### config.mk
export PLATFORM = sky130hd
export DESIGN_NAME = dc_video_tx
export DESIGN_NICKNAME = d
export VERILOG_FILES = /design/src/rtl/dc_video_tx.sv
export SDC_FILE = /design/constraint.sdc
export NUM_CORES = 1
export LEC_CHECK = 0
export BUFFER_PORTS_ARGS = -buffer_cell sky130_fd_sc_hd__buf_4
export CORE_ASPECT_RATIO = 1.2
export CORE_MARGIN = 2
export CORE_UTILIZATION = 57
export CTS_BUF_LIST = sky130_fd_sc_hd__clkbuf_2 sky130_fd_sc_hd__clkbuf_4 sky130_fd_sc_hd__clkbuf_8
export CTS_CLUSTER_SIZE = 20
export DETAILED_ROUTE_END_ITERATION = 7
export MAX_ROUTING_LAYER = met4
export PLACE_DENSITY = 0.82
export SETUP_SLACK_MARGIN = 0.2
export SYNTH_ARGS = -nofsm -noshare
export SYNTH_HDL_FRONTEND = slang
export SYNTH_SLANG_ARGS = --single-unit
export TNS_END_PERCENT = 1
### constraint.sdc
create_clock -name clock -period 2.6 [get_ports clock]
set_input_delay 0.13 -clock clock [delete_from_list [all_inputs] [get_ports clock]]
set_output_delay 0.13 -clock clock [all_outputs]
set_load 0.005 [all_outputs]
### src/rtl/dc_video_tx.sv
// Raster timing generator and 24-to-12 bit pixel serializer for a multiplexed
// video DAC bus, with a frame-aligned switch between 480-line and 240p geometry.
module dc_video_tx #(
    parameter int H_TOTAL    = 1716,
    parameter int H_SYNC_LEN = 128,
    parameter int HSTART     = 257,
    parameter int WIDTH      = 720
) (
    input  logic        clock,
    input  logic        reset,
    input  logic        line_doubler,
    input  logic        pix_valid,
    input  logic [23:0] pix_rgb,
    output logic        pix_ready,
    output logic [11:0] indata,
    output logic        _hsync,
    output logic        _vsync,
    output logic        frame_start,
    output logic        underflow
);
    localparam int HW = $clog2(H_TOTAL + 1);
    localparam int VW = 10;
    localparam bit HSTART_ODD = (HSTART % 2) == 1;

    logic [HW-1:0] hCount_q, hCount_d;
    logic [VW-1:0] vCount_q, vCount_d;
    logic          mode_q, mode_d;
    logic [11:0]   holdLo_q, holdLo_d;
    logic [11:0]   indata_q, indata_d;
    logic          secondHalf_q, secondHalf_d;
    logic          underflow_q, underflow_d;
    logic          hsyncN_q, hsyncN_d;
    logic          vsyncN_q, vsyncN_d;
    logic          frameStart_q, frameStart_d;

    logic [VW-1:0] vTotal, vSyncLen, vStart, vHeight;
    logic          hWrap, vWrap, hActive, vActive;

    always_comb begin
        if (mode_q) begin
            vTotal   = 10'd263;
            vSyncLen = 10'd3;
            vStart   = 10'd18;
            vHeight  = 10'd240;
        end else begin
            vTotal   = 10'd525;
            vSyncLen = 10'd6;
            vStart   = 10'd40;
            vHeight  = 10'd480;
        end
    end

    assign hWrap   = hCount_q == HW'(H_TOTAL - 1);
    assign vWrap   = vCount_q == (vTotal - 10'd1);
    assign hActive = (hCount_q >= HW'(HSTART)) && (hCount_q < HW'(HSTART + 2 * WIDTH));
    assign vActive = (vCount_q >= vStart) && (vCount_q < (vStart + vHeight));

    // Each pixel spans two raw clocks; a new one is taken on the even offset from HSTART.
    assign pix_ready = reset && hActive && vActive && (hCount_q[0] == HSTART_ODD);

    // The geometry only changes at the frame boundary so a frame is never mixed.
    always_comb begin
        hCount_d = hWrap ? '0 : hCount_q + HW'(1);
        vCount_d = vCount_q;
        mode_d   = mode_q;
        if (hWrap) begin
            vCount_d = vWrap ? '0 : vCount_q + 10'd1;
            if (vWrap) begin
                mode_d = line_doubler;
            end
        end
    end

    always_comb begin
        holdLo_d     = holdLo_q;
        indata_d     = 12'h000;
        secondHalf_d = 1'b0;
        underflow_d  = underflow_q;
        if (pix_ready) begin
            secondHalf_d = 1'b1;
            if (pix_valid) begin
                holdLo_d = pix_rgb[11:0];
                indata_d = pix_rgb[23:12];
            end else begin
                holdLo_d    = 12'h000;
                underflow_d = 1'b1;
            end
        end else if (secondHalf_q) begin
            indata_d = holdLo_q;
        end
    end

    assign hsyncN_d     = !(hCount_q < HW'(H_SYNC_LEN));
    assign vsyncN_d     = !(vCount_q < vSyncLen);
    assign frameStart_d = (hCount_q == '0) && (vCount_q == '0);

    always_ff @(posedge clock) begin
        if (!reset) begin
            hCount_q     <= '0;
            vCount_q     <= '0;
            mode_q       <= line_doubler;
            holdLo_q     <= 12'h000;
            indata_q     <= 12'h000;
            secondHalf_q <= 1'b0;
            underflow_q  <= 1'b0;
            hsyncN_q     <= 1'b1;
            vsyncN_q     <= 1'b1;
            frameStart_q <= 1'b0;
        end else begin
            hCount_q     <= hCount_d;
            vCount_q     <= vCount_d;
            mode_q       <= mode_d;
            holdLo_q     <= holdLo_d;
            indata_q     <= indata_d;
            secondHalf_q <= secondHalf_d;
            underflow_q  <= underflow_d;
            hsyncN_q     <= hsyncN_d;
            vsyncN_q     <= vsyncN_d;
            frameStart_q <= frameStart_d;
        end
    end

    assign indata      = indata_q;
    assign _hsync      = hsyncN_q;
    assign _vsync      = vsyncN_q;
    assign frame_start = frameStart_q;
    assign underflow   = underflow_q;
endmodule

# After elaboration in Yosys (flattened, before gate mapping)
# Index checks and enable logic that the tools add are counted.
# op_classes
n_addsub	4
n_lt_le_gt_ge	6
eq_ne	4
n_mux	13
bitwise	2
reduce_logical	13
# ops
op	count
$mux 12	4
$lt 10x10->1	2
$mux 10	2
$add 11x1->11 const B	1
$eq 11x11->1 const B	1
$ge 11x9->1 const B	1
$logic_not 11->1	1
$lt 11x11->1 const B	1
$lt 11x8->1 const B	1
$add 10x1->10 const B	1
$add 10x10->10	1
$eq 10x10->1	1
$ge 10x10->1	1
$logic_not 10->1	1
$sub 10x1->10 const B	1
$mux 9	1
$logic_and 1x1->1	6
$mux 6	1
$mux 1	4
$ne 2x1->1 const B	2
$reduce_and 2->1	2
$mux 3	1
$logic_not 1->1	2
$not 1->1	2
$reduce_or 2->1	1
# totals
reg_bits	51
input_bits	28
out_inout_bits	17

# Depth between registers and ports, before layout
# depth
depth_word	7
ltp_mapped	9
depth_no_buf	7

# Least setup slack after synthesis
# Ideal clock, no wire load.
# synth_timing
kind	reg-to-reg
startpoint	register hCount_q[6]
endpoint	register mode_q (enable)
setup_ps	339
arrival_ps	1678
required_ps	2261
slack_ps	582
stages_incl_launch_ff	5
n_path_buf	1
synth_period_minus_slack_ps	2018
path_cell_list	dfxtp_1 -> or3_4 -> or4_4 -> buf_6 -> o21ai_2
# synth_between
elab_chain_cells	3
# synth_lines
element	line_no	text
start: declaration	25	logic [HW-1:0] hCount_q, hCount_d;
start signal: assignment	110	hCount_q <= hCount_d;
$eq 11x11->1	53	assign hWrap = hCount_q == HW'(H_TOTAL - 1);
$ne 2x1->1 (no source line)	n/a	
$reduce_and 2->1 (no source line)	n/a	
end signal: assignment	101	mode_q <= line_doubler;
end signal: assignment	112	mode_q <= mode_d;
end: declaration	27	logic mode_q, mode_d;
# No other way between the ends.
# A chain may end at the register's enable or synchronous reset.

# Final worst setup path
# layout_timing
startpoint	register mode_q
endpoint	output port pix_ready
# layout_between
elab_chain_cells	6
word_cells_on_any_way	8
# layout_lines
element	line_no	text
$mux 6 / $mux 9 (equally long branches)	40	if (mode_q) begin
$add 10x10->10	56	assign vActive = (vCount_q >= vStart) && (vCount_q < (vStart + vHeight));
$lt 10x10->1	56	
$logic_and 1x1->1 *	56	
$logic_and 1x1->1 * (2 in a row)	59	assign pix_ready = reset && hActive && vActive && (hCount_q[0] == HSTART_ODD);
end: declaration	14	output logic pix_ready,
# Every way passes the cells marked *; elsewhere a longest branch is shown, timed or not.

==> key figures <==
Outcome
  – Outcome: complete, no violations

Floorplanning
  – Die H: approximately 74 µm
  – Std-Cell Rows: 25
  – Die Area: roughly 0.0047 mm²
  – Core box area: 0.00394 mm²
  – Die width: between 60 and 70 µm
  – Starting density of the core: about three fifths
  – # IOs: 45

Clock network
  – CTS max path bufs: 2
  – CTS Buf Count: 5
  – Clock Sinks: approximately 50
  – Clk_lat worst skew: 0.30 ns
  – Worst-path clk slew: around 0.090 ns
  – H-tree levels: 2
  – CTS root buf: clkbuf_8
  – CTS tree: yes

Synth
  – Synth Area in Compound Gates: under 10%
  – Simple-gate portion of the synthesized area: a little over a quarter
  – Register area share after synthesis: 43.9%
  – Mux cell area share after synthesis: 10.2%
  – Main combinational cell family by area after synthesis: simple AND/OR/NAND/NOR gates
  – Number of synthesized register bits: slightly above 50
  – Synth unique cells: 37
  – Mean Syn Cell Area: around 8.9 µm²
  – Mapped cell area: around 0.0024 mm²
  – Top cells by area, synth: dfxtp_1, mux2i_1, nand2_1
  – Largest area contributor in the netlist: dfxtp_1
  – Synth Area in Adders: 5.85%
  – Syn Inst Count: approximately 270
  – Yosys Warn Count: 0
  – Top-area cell type share of the netlist area: 42.6%
  – XOR/XNOR share of the synthesized area: between 5 and 6%
  – Syn nets: a little over 300

Global routing
  – First-pass GRT wire length: 8110 µm
  – Gr usage total: between 20% and 30%
  – Aggregate global routing overflow: 0
  – Largest net degree at the start of global routing: 35
  – Vias in the first global route: about 1,900
  – Initial antenna violation count: 0

Job
  – Max-Cap Viols: 0

Setup path
  – Slowest cell on crit path: edfxtp_1
  – Peak fanout along the critical path: 13
  – Cells along the critical path: ha_1 > o211ai_1 > a21oi_1 > o32ai_1 > nor3_2 > clkbuf_16 > buf_4
  – Crit path arrival time: roughly 2.2 ns
  – Reg2Reg Setup Slack: between 0.3 and 0.4 ns
  – Setup crit start kind: flop
  – Reg2reg path depth: 5
  – Reg2reg end: mode_q$_DFFE_PP_
  – Worst path required time: 2.47 ns
  – R2R Path Start: mode_q$_DFFE_PP_
  – Critical path endpoint category: primary output
  – Max stage delay on crit path: 0.52 ns
  – Setup CP Type: reg -> out

Place
  – Post-DP HPWL: approximately 3400 µm
  – I/O Buffers: 44
  – GP Congestion: roughly 0.9
  – Placed insts: 352

Power
  – Switching power: slightly above 300 µW
  – PnR Total Power: ~1.4 mW
  – Comb pwr share: around 6.7%
  – Clock share of power: a little over a third
  – LEAKAGE: 1.12 nW
  – Internal Pwr Total: about 1.1 mW
  – Seq pwr share: 58.6%
  – Sw Ratio: a little under a quarter
  – Worst vdd ir: approximately 310 µV
  – Power Density: around 480 mW/mm²

Route
  – Via density: between 5 and 6
  – Final WL: approximately 4900 µm
  – Initial detailed-routing violation count: between 100 and 150
  – DRC viols: 0
  – DR vias: approximately 2,000
  – WL/cell: ~13 µm
  – First-pass DRT Iterations: 4
  – Final antenna-violating net count: 0

Worst hold path
  – Worst hold path class: in -> reg
  – Worst hold stages: 3
  – Hold_sp: pix_rgb[3]
  – Hold Path End: holdLo_q[3]$_SDFFE_PN0P_

STA
  – Setup_tns: 0 ns
  – Worst hold slack: 0.0725 ns
  – Final hold viol count: 0
  – Final setup vio count: 0
  – Max Transition Viols Final: 0
  – RSZ-0062 raised after global routing: false
  – Final min period: approximately 2.3 ns
  – Slew @ Worst Pin: around 0.8 ns
  – Clock Skew: ~0.008 ns
  – Max-slew headroom: 45.1%
  – Max frequency: 0.436 GHz
  – Period utilization: 88.1%

Cells and area
  – Area delta synth->final: 21.2%
  – Final core occ: about 72%
  – Layout Cells excl Fill: between 300 and 400
  – Layout cells sized above 1: 20.4%
  – ANT cells: 0
  – Final net count: between 300 and 400
  – Fill cells: around 320
critical path, delay by kind of cell, from the launching register on:
family                     cells  cell delay, ns
buffers and inverters          2            0.35
adders and majority gates      1            0.37
DFF                            1            0.52
and+or+nand+nor                1            0.21
AOI/OAI and AO/OA              3            0.41
metal layers:
layer / GRT usage, % / wire [µm] / share of wire [%] / up-vias
met5: - / 0 / 0 / -
met2: 40.6 / 2470 / 51 / 55
met1: 24.4 / 2050 / 42 / 912
met4: 9.14 / 73 / 1.5 / 0
met3: 4.54 / 253 / 5.2 / 6
li1: - / - / - / 987
state kept, by name, indices dropped and copies added, names as in the netlist:
| register | flops |
|---|---|
| _hsync | 1 |
| underflow | 1 |
| hCount_q | 11 |
| frame_start | 1 |
| indata | 12 |
| vCount_q | 10 |
| holdLo_q | 12 |
| _vsync | 1 |
| mode_q | 1 |
| secondHalf_q | 1 |
layout make-up:
type	count	area, µm²	share of cell area [%]
clock inverters	2	16.3	0.571
inverters	7	26.3	0.922
well taps	54	67.6	2.37
multi-input cells	194	1230	43.3
clock buffers	6	82.6	2.90
flip-flops and latches	51	1030	36.2
repair buffers	49	392	13.7
cell families after synthesis:
| group | after synthesis |
|---|---|
| compound gates | 16 |
| xor+xnor | 15 |
| fa+ha+maj | 11 |
| buf+inv | 20 |
| flops | 51 |
| mux | 24 |
| simple gates | 128 |
Yosys cell counts, drive strengths merged:
cell type / n
and3: 6
a22o: 1
o21ai: 4
xnor2: 6
nor3b: 1
and2: 1
nor2b: 1
clkbuf: 9
buf: 4
nor4: 5
inv: 7
mux2i: 24
edfxtp: 1
a21oi: 6
xor2: 9
or4: 4
and4: 1
nand4: 4
nand2: 53
a21boi: 2
nand2b: 2
ha: 11
dfxtp: 50
nand3: 20
nor2: 20
nor3: 6
o211ai: 1
o32ai: 1
or3: 4
a32oi: 1
stage by stage:
step	area [µm²]	setup slack [ns]
6_report	2850	0.309
2_1_floorplan	2350	0.582
3_3_place_gp	2720	0.394
5_1_grt	2850	0.203
3_5_place_dp	2720	0.393
4_1_cts	2830	0.201
layout by cell type (no fill, tap or decap), types with 4 or more instances in the layout:
master	count
clkbuf_8	6
mux2i_1	24
nand2_1	53
nand3_1	20
a21oi_1	5
xor2_1	9
xnor2_1	6
and3_1	6
buf_4	46
nor2_1	20
nand4_1	4
inv_1	7
nor4_1	5
ha_1	11
dfxtp_1	50
timing repair:
action	CTS	global route
setup endpoints to repair	0	1
resized for setup	0	1
endpoints found under the hold margin	1	0
hold buffers	1	0
buffers inserted	0	1
power groups by stage:
stage                     sequential, mW  clock, mW  combinational [mW]
after floorplan                    0.816          0              0.0441
after global placement             0.817          0              0.0883
after detailed placement           0.818          0              0.0900
after CTS                          0.799      0.489              0.0920
after global routing               0.800      0.517               0.101
final                              0.799      0.474              0.0916
worst max-delay path by stage:
stage / startpoint / endpoint / slack [ns] / cells after the start
global placement: mode_q$_DFFE_PP_ / mode_q$_DFFE_PP_ / 0.39 / 5
finish: mode_q$_DFFE_PP_ / pix_ready / 0.31 / 7
global route: mode_q$_DFFE_PP_ / pix_ready / 0.20 / 7
CTS: mode_q$_DFFE_PP_ / pix_ready / 0.20 / 7
floorplan: hCount_q[6]$_SDFF_PP0_ / mode_q$_DFFE_PP_ / 0.58 / 4
detailed placement: mode_q$_DFFE_PP_ / mode_q$_DFFE_PP_ / 0.39 / 4
Power figures use the tool's default switching activity.
